File: config.mk
export PLATFORM = sky130hd
export DESIGN_NAME = vector_bitwise_seq
export DESIGN_NICKNAME = d
export VERILOG_FILES = /design/src/rtl/vbit_pkg.sv /design/src/rtl/vector_bitwise_seq.sv
export SDC_FILE = /design/constraint.sdc
export NUM_CORES = 1
export LEC_CHECK = 0
export ABC_AREA = 0
export CORE_AREA = 2 2 135 71
export DETAILED_ROUTE_END_ITERATION = 10
export DIE_AREA = 0 0 137 73
export PLACE_DENSITY = 0.84
export SKIP_CTS_REPAIR_TIMING = 1
export SYNTH_ARGS = -nofsm -noshare
export SYNTH_HDL_FRONTEND = slang
export SYNTH_SLANG_ARGS = --single-unit
File: constraint.sdc
create_clock -name clk -period 3.72 [get_ports clk]
set_clock_uncertainty 0.15 [all_clocks]
set_input_delay 0.372 -clock clk [delete_from_list [all_inputs] [get_ports clk]]
set_output_delay 0.372 -clock clk [all_outputs]
set_load 0.01 [all_outputs]
File: src/rtl/vbit_pkg.sv
// rtl/vbit_pkg.sv - shared opcode, element-width and sequencer state types
package vbit_pkg;

  typedef enum logic [4:0] {
    AND  = 5'd0,
    OR   = 5'd1,
    XOR  = 5'd2,
    NOT  = 5'd3,
    MINU = 5'd4,
    MIN  = 5'd5,
    MAXU = 5'd6,
    MAX  = 5'd7
  } vbit_op_e;

  typedef enum logic [1:0] {
    E8  = 2'd0,
    E16 = 2'd1,
    E32 = 2'd2
  } vsew_e;

  typedef enum logic [2:0] {
    IDLE  = 3'd0,
    READ  = 3'd1,
    CAP   = 3'd2,
    WRITE = 3'd3,
    DONE  = 3'd4
  } seq_state_e;

endpackage

File: src/rtl/vector_bitwise_seq.sv
// rtl/vector_bitwise_seq.sv - multi-beat VRF read/compute/write sequencer; option macro VBIT_SEQ_ERR_EN
module vector_bitwise_seq
  import vbit_pkg::*;
#(
  parameter  int VLEN     = 32,
  parameter  int LMUL_MAX = 8,
  localparam int IW       = (LMUL_MAX > 1) ? $clog2(LMUL_MAX) : 1
) (
  input  logic            clk,
  input  logic            reset,
  input  logic            in_valid,
  output logic            in_ready,
  input  logic [4:0]      in_op,
  input  logic [1:0]      in_sew,
  input  logic [1:0]      in_lmul,
  output logic            rd_req,
  output logic [IW-1:0]   rd_idx,
  input  logic [VLEN-1:0] rd_dataA,
  input  logic [VLEN-1:0] rd_dataB,
  output logic [VLEN-1:0] bu_dataA,
  output logic [VLEN-1:0] bu_dataB,
  output logic [4:0]      bu_op,
  output logic [1:0]      bu_sew,
  input  logic [VLEN-1:0] bu_result,
  output logic            wr_valid,
  input  logic            wr_ready,
  output logic [IW-1:0]   wr_idx,
  output logic [VLEN-1:0] wr_data,
  output logic            done,
`ifdef VBIT_SEQ_ERR_EN
  output logic            err,
`endif
  output logic            busy
);

  seq_state_e      r_state;
  logic [IW-1:0]   r_beat;
  logic [IW-1:0]   r_last;
  logic [VLEN-1:0] r_opA;
  logic [VLEN-1:0] r_opB;
  logic [4:0]      r_op;
  logic [1:0]      r_sew;
  logic            r_rd_req;
  logic            r_wr_valid;
  logic            r_done;
`ifdef VBIT_SEQ_ERR_EN
  logic            r_err;
`endif

  // Index of the final beat: 1<<lmul beats, clamped to what the index can address
  function automatic logic [IW-1:0] last_beat(input logic [1:0] lmul);
    int beats;
    beats = 1 << lmul;
    if (beats > LMUL_MAX) beats = LMUL_MAX;
    return IW'(beats - 1);
  endfunction

  // Sequencer FSM: state, beat counter, operand capture and registered strobes
  always_ff @(posedge clk) begin
    if (reset) begin
      r_state    <= IDLE;
      r_beat     <= '0;
      r_last     <= '0;
      r_opA      <= '0;
      r_opB      <= '0;
      r_op       <= '0;
      r_sew      <= '0;
      r_rd_req   <= 1'b0;
      r_wr_valid <= 1'b0;
      r_done     <= 1'b0;
`ifdef VBIT_SEQ_ERR_EN
      r_err      <= 1'b0;
`endif
    end else begin
      case (r_state)
        IDLE: begin
          if (in_valid) begin
            r_op   <= in_op;
            r_sew  <= in_sew;
            r_last <= last_beat(in_lmul);
            r_beat <= '0;
`ifdef VBIT_SEQ_ERR_EN
            // Unsupported op or width: skip the VRF entirely and flag it
            if ((in_op > 5'd7) || (in_sew == 2'd3)) begin
              r_state <= DONE;
              r_done  <= 1'b1;
              r_err   <= 1'b1;
            end else
`endif
            begin
              r_state  <= READ;
              r_rd_req <= 1'b1;
            end
          end
        end
        READ: begin
          r_rd_req <= 1'b0;
          r_state  <= CAP;
        end
        CAP: begin
          r_opA      <= rd_dataA;
          r_opB      <= rd_dataB;
          r_wr_valid <= 1'b1;
          r_state    <= WRITE;
        end
        WRITE: begin
          if (wr_ready) begin
            r_wr_valid <= 1'b0;
            if (r_beat == r_last) begin
              // Counter stays on the last beat so it never wraps
              r_state <= DONE;
              r_done  <= 1'b1;
            end else begin
              r_beat   <= r_beat + 1'b1;
              r_state  <= READ;
              r_rd_req <= 1'b1;
            end
          end
        end
        DONE: begin
          r_done  <= 1'b0;
`ifdef VBIT_SEQ_ERR_EN
          r_err   <= 1'b0;
`endif
          r_state <= IDLE;
        end
        default: r_state <= IDLE;
      endcase
    end
  end

  assign busy     = (r_state != IDLE);
  assign in_ready = (r_state == IDLE);
  assign rd_req   = r_rd_req;
  assign rd_idx   = r_beat;
  assign bu_dataA = r_opA;
  assign bu_dataB = r_opB;
  assign bu_op    = r_op;
  assign bu_sew   = r_sew;
  assign wr_valid = r_wr_valid;
  assign wr_idx   = r_beat;
  assign wr_data  = bu_result;
  assign done     = r_done;
`ifdef VBIT_SEQ_ERR_EN
  assign err      = r_err;
`endif

endmodule

# Word-level counts from Yosys, hierarchy flattened
# Cells that the tools add are included.
[classes]
muxes = 21
n_lt_le_gt_ge = 1
shift = 1
addsub = 2
n_eq_ne = 9
reduce_logical = 12
[ops]
columns = ["operator", "n"]
rows = [
  ["$gt 32x5->1 const B", 1],
  ["$shl 1x2->32 const A", 1],
  ["$mux 3", 10],
  ["$pmux 3 s4", 1],
  ["$ne 2x2->1 const B", 4],
  ["$reduce_and 4->1", 2],
  ["$eq 3x2->1 const B", 2],
  ["$mux 1", 6],
  ["$pmux 3 s2", 1],
  ["$reduce_and 2->1", 3],
  ["$reduce_bool 2->1", 3],
  ["$reduce_bool 3->1", 2],
  ["$pmux 1 s2", 2],
  ["$add 3x1->3 const B", 1],
  ["$eq 3x1->1 const B", 1],
  ["$eq 3x3->1", 1],
  ["$eq 3x3->1 const B", 1],
  ["$logic_not 3->1", 1],
  ["$pmux 1 s3", 1],
  ["$reduce_and 3->1", 1],
  ["$sub 3x2->3 const B", 1],
]
[word_totals]
out_inout_bits = 114
register_bits = 83
elab_cells = 56
input_bits = 109

# Longest topological paths before layout
# Gate-level depths: netlist (run 1).
[logic_depth]
ltp_word = 7
ltp_mapped = 6
mapped_depth_nobuf = 5

# Worst setup path after synthesis (run 1)
# OpenSTA, ideal clock, no wires.
[synth_path]
kind = "reg2reg"
startpoint = "reg r_state[2]"
endpoint = "reg r_last[0]"
arrival_ps = 1405
stages_incl_launch_ff = 6
path_slack_ps = 2034
path_cell_list = "dfxtp_1 > clkbuf_1 > nor3_1 > nand2_1 > nor3_1 > nor3_1"
[synth_via]
elab_chain_len = 2
[synth_rtl]
columns = ["element", "line", "source"]
rows = [
  ["start, declared", "vector_bitwise_seq.sv:36", "seq_state_e r_state;"],
  ["start signal, assigned", "vector_bitwise_seq.sv:61", "r_state <= IDLE;"],
  ["start signal, assigned", "vector_bitwise_seq.sv:91", "r_state <= READ;"],
  ["start signal, assigned", "vector_bitwise_seq.sv:98", "r_state <= CAP;"],
  ["$logic_not 3->1", "n/a", ""],
  ["named net in_ready", "vector_bitwise_seq.sv:12", "output logic in_ready,"],
  ["$reduce_and 2->1 (no line)", "n/a", ""],
  ["end signal, assigned", "vector_bitwise_seq.sv:80", "r_last <= last_beat(in_lmul);"],
  ["end, declared", "vector_bitwise_seq.sv:38", "logic [IW-1:0] r_last;"],
]
# The timed path passes the listed nets, and every way through them passes these cells.
# A chain may end at the register's enable or synchronous reset.

# Worst setup path in the final report (run 1)
[layout_path]
startpoint = "reg r_state[1]"
endpoint = "reg r_opA[6] (netlist: bu_dataA[6])"
[layout_via]
elab_chain_len = 1
[layout_rtl]
columns = ["element", "line", "source"]
rows = [
  ["$eq 3x2->1", "vector_bitwise_seq.sv:75", "case (r_state)"],
  ["end signal, assigned", "vector_bitwise_seq.sv:101", "r_opA <= rd_dataA;"],
  ["end, declared", "vector_bitwise_seq.sv:39", "logic [VLEN-1:0] r_opA;"],
]
# Every way passes these cells.

==> results by stage, run 1 <==
Placement:
- The count of buffers from port buffering is between 150 and 200.
- The half-perimeter wire length of the detailed placement result is 6400 um.
- At the end of routability-driven placement, the weighted congestion stood at 0.825.
- The placed standard-cell area is 0.00466 mm^2.

Setup path:
- The most critical setup path has its startpoint at r_state[1]$_SDFFE_PP0P_.
- The critical-path maximum fanout is 65.
- The required time of the worst setup path is between 3000 and 4000 ps.
- The capturing point of the worst reg2reg path is bu_dataA[6]$_SDFFE_PP0P_.
- The worst setup path is launched from a flop.
- The count of cells along the worst register-to-register path is 4.
- The critical path is of the flop to flop type.
- STA puts the critical path data arrival time at 2350 ps.
- The slack of the worst reg-to-reg path is 1390 ps.
- The capture point of the worst path is bu_dataA[6]$_SDFFE_PP0P_.
- The kind of end point of the critical path is a flop.
- The startpoint identified for the worst register-to-register timing path is r_state[1]$_SDFFE_PP0P_.

Detailed routing:
- The wire length per cell after detailed routing is 13.5 um.
- The first detailed-routing pass took 4 iterations.
- The count of nets left with antenna violations once routing finished came out at 0.
- The total wire length after detailed routing is 8830 um.
- Using the TritonRoute via totals, the vias-per-cell ratio works out to 4.79.
- The violation count after the first detailed-route iteration is between 150 and 200.
- The final route contains 3130 vias.
- The post-detailed-route DRC marker count is 0.

GRT:
- The number of antenna violations at the first check in global routing is 0.
- After global routing the overflow that remains totals 0.
- The total routing usage reported by global routing is between 15 and 20%.
- Entering global routing, the biggest net connects 66 pins.
- The first global-routing pass estimated 13600 um of wire.
- The number of global-route vias before repair came to 2842.

Synthesis:
- The dominant register cell in the synthesized netlist is sky130_fd_sc_hd__dfxtp_1.
- During synthesis, Yosys emitted a total of 0 warnings.
- Of all cell types, the one taking the most synthesized area is sky130_fd_sc_hd__dfxtp_1.
- The number of different library cells used by synthesis comes to 29.
- The netlist area before placement is 0.00328 mm^2.
- By count the netlist is led by sky130_fd_sc_hd__nand2_1 (149), sky130_fd_sc_hd__dfxtp_1 (83), sky130_fd_sc_hd__a21oi_1 (76).
- Synthesis produced a netlist with a net count of 528.
- After synthesis, the share of flip-flops with an asynchronous set or reset is 0%.
- The share of synthesized area occupied by flip-flops and latches is 50.6%.
- The fraction of synthesized cell area taken by the top area cell type is 50.6%.
- Dividing the synthesized area by the synthesized cell count gives 7.85 um^2.
- In the post-synthesis netlist, the biggest area contributors are sky130_fd_sc_hd__dfxtp_1 (51%), sky130_fd_sc_hd__nand2_1 (17%), sky130_fd_sc_hd__a21oi_1 (12%).
- Synthesis produced a netlist whose cell count is about 420.
- The count of flip-flops with a built-in enable after synthesis is 0.
- In the post-synthesis netlist, the cell with the most instances is sky130_fd_sc_hd__nand2_1.
- In this run, synthesis produced a sequential element count of 83.

Clock network:
- The CTS tree is built.
- The clock tree synthesis step divided the H-tree into 3 levels.
- In this run the deepest clock path goes through 2 buffers.
- For this design, the sink count on the clock tree is 83.
- The number of buffers created by CTS is 9.
- Clock tree synthesis selected as its root buffer the cell sky130_fd_sc_hd__clkbuf_16.
- The clock-pin transition on the worst setup and hold timing paths is 60 ps.
- The later pin in the worst-skew pair is clocked with a latency of roughly 320 ps.

Layout:
- After the last flow step, the layout net total stands at 637.
- The antenna diode instance count is 0.
- The area of all placed cells without fillers is about 0.005 mm^2.
- Once layout is complete, the utilization of the core stands at between 50 and 60%.
- The layout cell share with drive strength beyond 1 is 3.95%.
- The area growth from synthesis to layout is 51.6%.

STA:
- The hold violation total from the final report was 0.
- The max-slew violation count came to 0.
- The worst-case hold slack is a little over 300 ps.
- Setup violations remaining at the end of the flow were counted as 0.
- The final critical delay including setup and external delays is 2330 ps.
- Of the available clock period, the critical path in the final layout requires 62.5%.
- Setup repair after global routing left no endpoint under its margin.
- The achievable frequency is about 0.43 GHz.
- The transition time of the tightest slew-check pin is 1180 ps.
- Headroom to the max-slew limit came out at 21.0%.
- The summed negative setup slack over all endpoints is 0 ps.

Outcome:
- The run finished with clean final reports.

Power:
- The standby leakage power is 1.78 nW.
- VDD sags by at most 333 uV.
- The total power density per cell area is roughly 460 mW/mm^2.

Die:
- The area enclosed by the die boundary is roughly 0.01 mm^2.
- Measured along the y axis, the die boundary spans 73 um.
- The number of top-level pins is roughly 220.
- In this run the horizontal extent of the chip is 137 um.
- The initial core utilization is between 30% and 40%.
- The standard-cell row count is 25.
- The placeable core area is 0.00901 mm^2.

Min path:
- Along the worst hold path, the cell count comes to 2.
- The worst min-delay path class is flop to flop.

Run:
- The reported max-cap violation count is 0.
[state kept, by name (all words and copies together), names as in the netlist]
name and count:
bu_op 5, r_state 3, bu_sew 2, r_last 3, wr_valid 1, bu_dataB 32, bu_dataA 32, done 1
rd_idx 3, rd_req 1
[layout make-up]
type / count / area [um^2]
Clock buffer: 12 / 236
Clock inverter: 4 / 75.1
Timing Repair Buffer: 161 / 1600
Inverter: 3 / 11.3
Tap cell: 121 / 151
Multi-Input combinational cell: 269 / 1240
Fill cell: 768 / 4040
Sequential cell: 83 / 1660
[cells by family after synthesis]
family	count (synthesis)	synth area share [%]
muxes	1	0.305
adders and majority gates	1	0.381
xor gates and xnor gates	3	0.801
AOI/OAI and AO/OA	89	14.5
buffers and inverters	66	11.8
DFF	83	50.6
and+or+nand+nor	175	21.5
[through the flow]
step,total power [mW],worst slack (ps),std cells
finish,2.28,1390,653
global placement,1.37,1570,637
detailed placement,1.38,1410,637
CTS,2.31,1420,653
floorplan,1.20,2030,418
global route,2.40,1230,653
[how the worst min path moves through the flow]
stage	start	to	slack (ps)
after floorplan	r_last[2]$_SDFFE_PP0P_	r_last[2]$_SDFFE_PP0P_	290
after global placement	bu_dataA[5]$_SDFFE_PP0P_	bu_dataA[5]$_SDFFE_PP0P_	290
after detailed placement	bu_dataB[15]$_SDFFE_PP0P_	bu_dataB[15]$_SDFFE_PP0P_	300
after CTS	bu_dataB[15]$_SDFFE_PP0P_	bu_dataB[15]$_SDFFE_PP0P_	300
after global routing	bu_dataB[12]$_SDFFE_PP0P_	bu_dataB[12]$_SDFFE_PP0P_	330
final	bu_dataB[15]$_SDFFE_PP0P_	bu_dataB[15]$_SDFFE_PP0P_	300
[critical path, cell delays in order, from the launching register on]
cell and delay, ps:
sky130_fd_sc_hd__dfxtp_1 530, sky130_fd_sc_hd__inv_1 170, sky130_fd_sc_hd__or3_2 910, sky130_fd_sc_hd__nand2_1 250, sky130_fd_sc_hd__a21oi_1 90
[cells in the final DEF (no fill, tap or decap), drive strengths merged, types with 2 or more instances in the layout]
cell,n
clkdlybuf4s50,157
nand2,149
dfxtp,83
a21oi,77
clkbuf,12
nor3,7
nor2,6
buf,4
inv,3
xor2,3
nand2b,3
o21ai,3
nand3,2
a31oi,2
nand4,2
and3,2
o21a,2
bufinv,2
clkinvlp,2
or3,2
[report_power, final]
| part | internal, mW | switching [mW] | total (mW) |
|---|---|---|---|
| clock | 0.588 | 0.329 | 0.918 |
| combinational | 0.206 | 0.177 | 0.382 |
| sequential | 0.945 | 0.0356 | 0.981 |
| total | 1.74 | 0.541 | 2.28 |
[per-layer routing]
layer	GRT usage, %	vias up	share of wire [%]
met1	21.5	1408	43
met3	9.72	9	14
met2	26.4	178	43
li1	-	1535	-
met5	0	-	0
met4	4.24	0	0.77
No activity file was read; power rests on OpenSTA's default activity.
==> run 2: changes to the inputs <==
--- a/config.mk
+++ b/config.mk
@@ -6,10 +6,10 @@
 export NUM_CORES = 1
 export LEC_CHECK = 0
 export ABC_AREA = 0
-export CORE_AREA = 2 2 135 71
+export CORE_AREA = 2 2 140 74
 export DETAILED_ROUTE_END_ITERATION = 10
-export DIE_AREA = 0 0 137 73
-export PLACE_DENSITY = 0.84
+export DIE_AREA = 0 0 142 76
+export PLACE_DENSITY = 0.78
 export SKIP_CTS_REPAIR_TIMING = 1
 export SYNTH_ARGS = -nofsm -noshare
 export SYNTH_HDL_FRONTEND = slang
==> constraint.sdc (replaced) <==
create_clock -name clk -period 2.4 [get_ports clk]
set_clock_uncertainty 0.15 [all_clocks]
set_input_delay 0.24 -clock clk [delete_from_list [all_inputs] [get_ports clk]]
set_output_delay 0.24 -clock clk [all_outputs]
set_load 0.01 [all_outputs]
==> run 2 against run 1 <==
  * Worst setup slack got worse by 1200 ps
  * Critical path type is now flop to output port
  * Via count fell by 0.96%
  * Critical path depth fell by 2
  * Highest routed layer unchanged
==> results by stage, run 2 (synthesized netlist as in run 1, its figures left out) <==
Outcome:
- The flow ran to the end, and the final reports show no timing, DRC or antenna violations.

Detailed routing:
- The final layout contains routed wiring with a total length of 8760 um.
- Before antenna repair, the detailed router went through 6 iterations.
- After detailed routing, the number of remaining DRC violations is 0.
- Dividing the detail-routed via count by the number of cells gives ~4.7.
- Dividing the detail-routed wire length by the instance count gives 13.2 um.
- Summing over every cut layer, the via total after detailed routing is 3100.
- For this block, the initial DRC count from the detailed router was 162.
- The count of nets left with antenna violations once routing finished came out at 0.

Layout:
- The filler cell count in the final layout is 880.
- The antenna diode instance count is 0.
- From synthesis to final layout, the design area changed by 55.1%.
- Leaving out fill and tap cells, the most frequent cells in the layout are sky130_fd_sc_hd__clkdlybuf4s50_1 (157), sky130_fd_sc_hd__nand2_1 (149), sky130_fd_sc_hd__dfxtp_1 (83).
- The most common cell after layout, fill and taps aside is sky130_fd_sc_hd__clkdlybuf4s50_1.
- After the flow finishes, the layout carries non-filler instances totaling around 660.
- In the final layout, the share of cells above drive strength 1 is 4.86%.
- The number of nets in the finished design is 641.

GRT:
- For met2 alone, demand over resource in global routing was 22.9%.
- The total grt overflow is 0.
- The number of antenna violations at the first check in global routing is 0.
- The total routing usage reported by global routing is about 16%.
- The layer flagged by global routing as most heavily used is met2.
- Entering global routing, the biggest net connects 49 pins.
- The first-pass GRT wire length is 14000 um.
- The routing usage on met3 is 9.37%.
- The number of global-route vias before repair is roughly 2800.
- The met1 demand-to-capacity share in global routing is 21.2%.

Clock network:
- The clock tree root driver cell is sky130_fd_sc_hd__clkbuf_16.
- The tree built by TritonCTS fans out to 83 sinks.
- TritonCTS built the clock tree.
- The number of buffers created by CTS is 9.
- The clock network latency to the later pin of the worst-skew pair is 320 ps.
- The deepest clock path buffer count is 2.
- The H-tree was split into 3 levels.
- Clock-pin slew was measured on the worst setup and hold paths at 60 ps.

Die:
- During I/O placement, the number of pins put on the boundary was between 200 and 250.
- The die is 142 um wide.
- The area enclosed by the die boundary is 0.0108 mm^2.
- The placeable core area is 0.00973 mm^2.
- The standard-cell row count is 26.
- The initial core utilization is 33.7%.
- The die height is ~76 um.

Placement:
- The routability congestion estimate from global placement is 0.817.
- In this run the tool buffered the top-level ports with 158 buffer cells.
- The total instance count after detailed placement is 646.
- Summed over all nets, the half-perimeter wirelength after detailed placement is 6310 um.

STA:
- The transition time of the tightest slew-check pin is 502 ps.
- The hold violation total from the final report is 0.
- The max-slew violation count came to 0.
- The fraction of the cycle the final worst path needs is 91.5%.
- The final critical delay including setup and external delays is between 2000 and 2500 ps.
- Setup repair after global routing left no endpoint under its margin.
- Hold is met by 39.3 ps.
- Adding up every negative setup slack in the final design gives 0 ps.
- The relative max-transition margin is between 60% and 70%.
- Based on the critical path, the design can be clocked at up to 0.455 GHz.
- Setup violations remaining at the end of the flow were counted as 0.

Power:
- The clock share of power is 45.0%.
- For this design the static power due to leakage is 1.85 nW.
- The cell internal power dissipation is 3.02 mW.
- Summing internal, switching and leakage power gives between 3 and 4 mW.
- In this run switching power makes up 22.0% of total power.
- Of the total power, registers draw 39.3%.
- The largest vdd supply drop is 359 uV.
- The reported net switching power is 0.849 mW.
- The total power density per cell area is 760 mW/mm^2.
- The relative contribution of combinational cells to total power is 15.7%.

Setup path:
- Traced cell by cell, the critical path runs through nor3_1 -> clkdlybuf4s50_1.
- The largest single stage delay on the critical path is 620 ps.
- The cell with the largest stage delay on the worst path is sky130_fd_sc_hd__clkdlybuf4s50_1.
- The kind of end point of the critical path is an output port.
- The first element of the critical path is r_state[0]$_SDFFE_PP0P_.
- For the worst setup path, the data arrival time is approximately 1800 ps.
- STA puts the critical path data required time at 2010 ps.
- The kind of start point of the critical path is a flop.
- The startpoint identified for the worst register-to-register timing path is r_state[1]$_SDFFE_PP0P_.
- Of all nets on the critical path, the largest fanout is 12.
- The critical path class is flop to output port.

Min path:
- The min-delay analysis places its worst path in the category input port to flop.
- The startpoint identified for the worst hold timing path is reset.

Run:
- The reported max-cap violation count is 0.
-- run 2: cell types whose count changed in the layout (fill, tap and decap cells not counted), sizes merged --
cell and change:
clkinvlp -2, clkbuf -2, bufinv +3, buf +4
-- run 2: final cells by class --
cell class / instances / area [um^2] / share of cell area [%]
clock buffers: 10 / 229 / 4.50
well taps: 126 / 158 / 3.10
inverters: 3 / 11.3 / 0.221
clock inverters: 5 / 150 / 2.95
flip-flops and latches: 83 / 1660 / 32.6
multi-input cells: 269 / 1240 / 24.3
repair buffers: 165 / 1640 / 32.3
-- run 2: final timing paths --
kind                                    to  slack, ps  depth (start not counted)
hold / removal      rd_idx[0]$_SDFFE_PP0P_         40                          2
setup / recovery                  in_ready        200                          2
setup reg to reg  bu_dataA[1]$_SDFFE_PP0P_        400                          5
hold reg to reg   bu_dataB[8]$_SDFFE_PP0P_        300                          2
-- run 2: metrics by stage --
stage | util [%] | instance area (um^2) | setup WS [ps]
final | 52.3 | 5090 | 204
after floorplan | - | 3280 | 714
after global routing | 52.3 | 5090 | 62.3
after detailed placement | 48.4 | 4710 | 436
after CTS | 52.3 | 5090 | 179
after global placement | 48.4 | 4710 | 484
-- run 2: critical path: cells and delay by family (launching register included) --
kind	cells	cell delay [ps]
buffers and inverters	1	620
DFF	1	430
and+or+nand+nor	1	430
-- run 2: power groups by stage --
stage / registers (mW) / logic [mW] / clock network, mW
5_1_grt: 1.53 / 0.663 / 1.85
4_1_cts: 1.52 / 0.609 / 1.78
6_report: 1.52 / 0.606 / 1.74
2_1_floorplan: 1.57 / 0.281 / 0
3_5_place_dp: 1.55 / 0.607 / 0
3_3_place_gp: 1.54 / 0.599 / 0
-- run 2: per-layer routing --
layer / vias to the layer above / routed length [um]
met5: - / 0
met4: 0 / 39
met3: 6 / 1090
met2: 151 / 3590
met1: 1400 / 4030
li1: 1543 / -
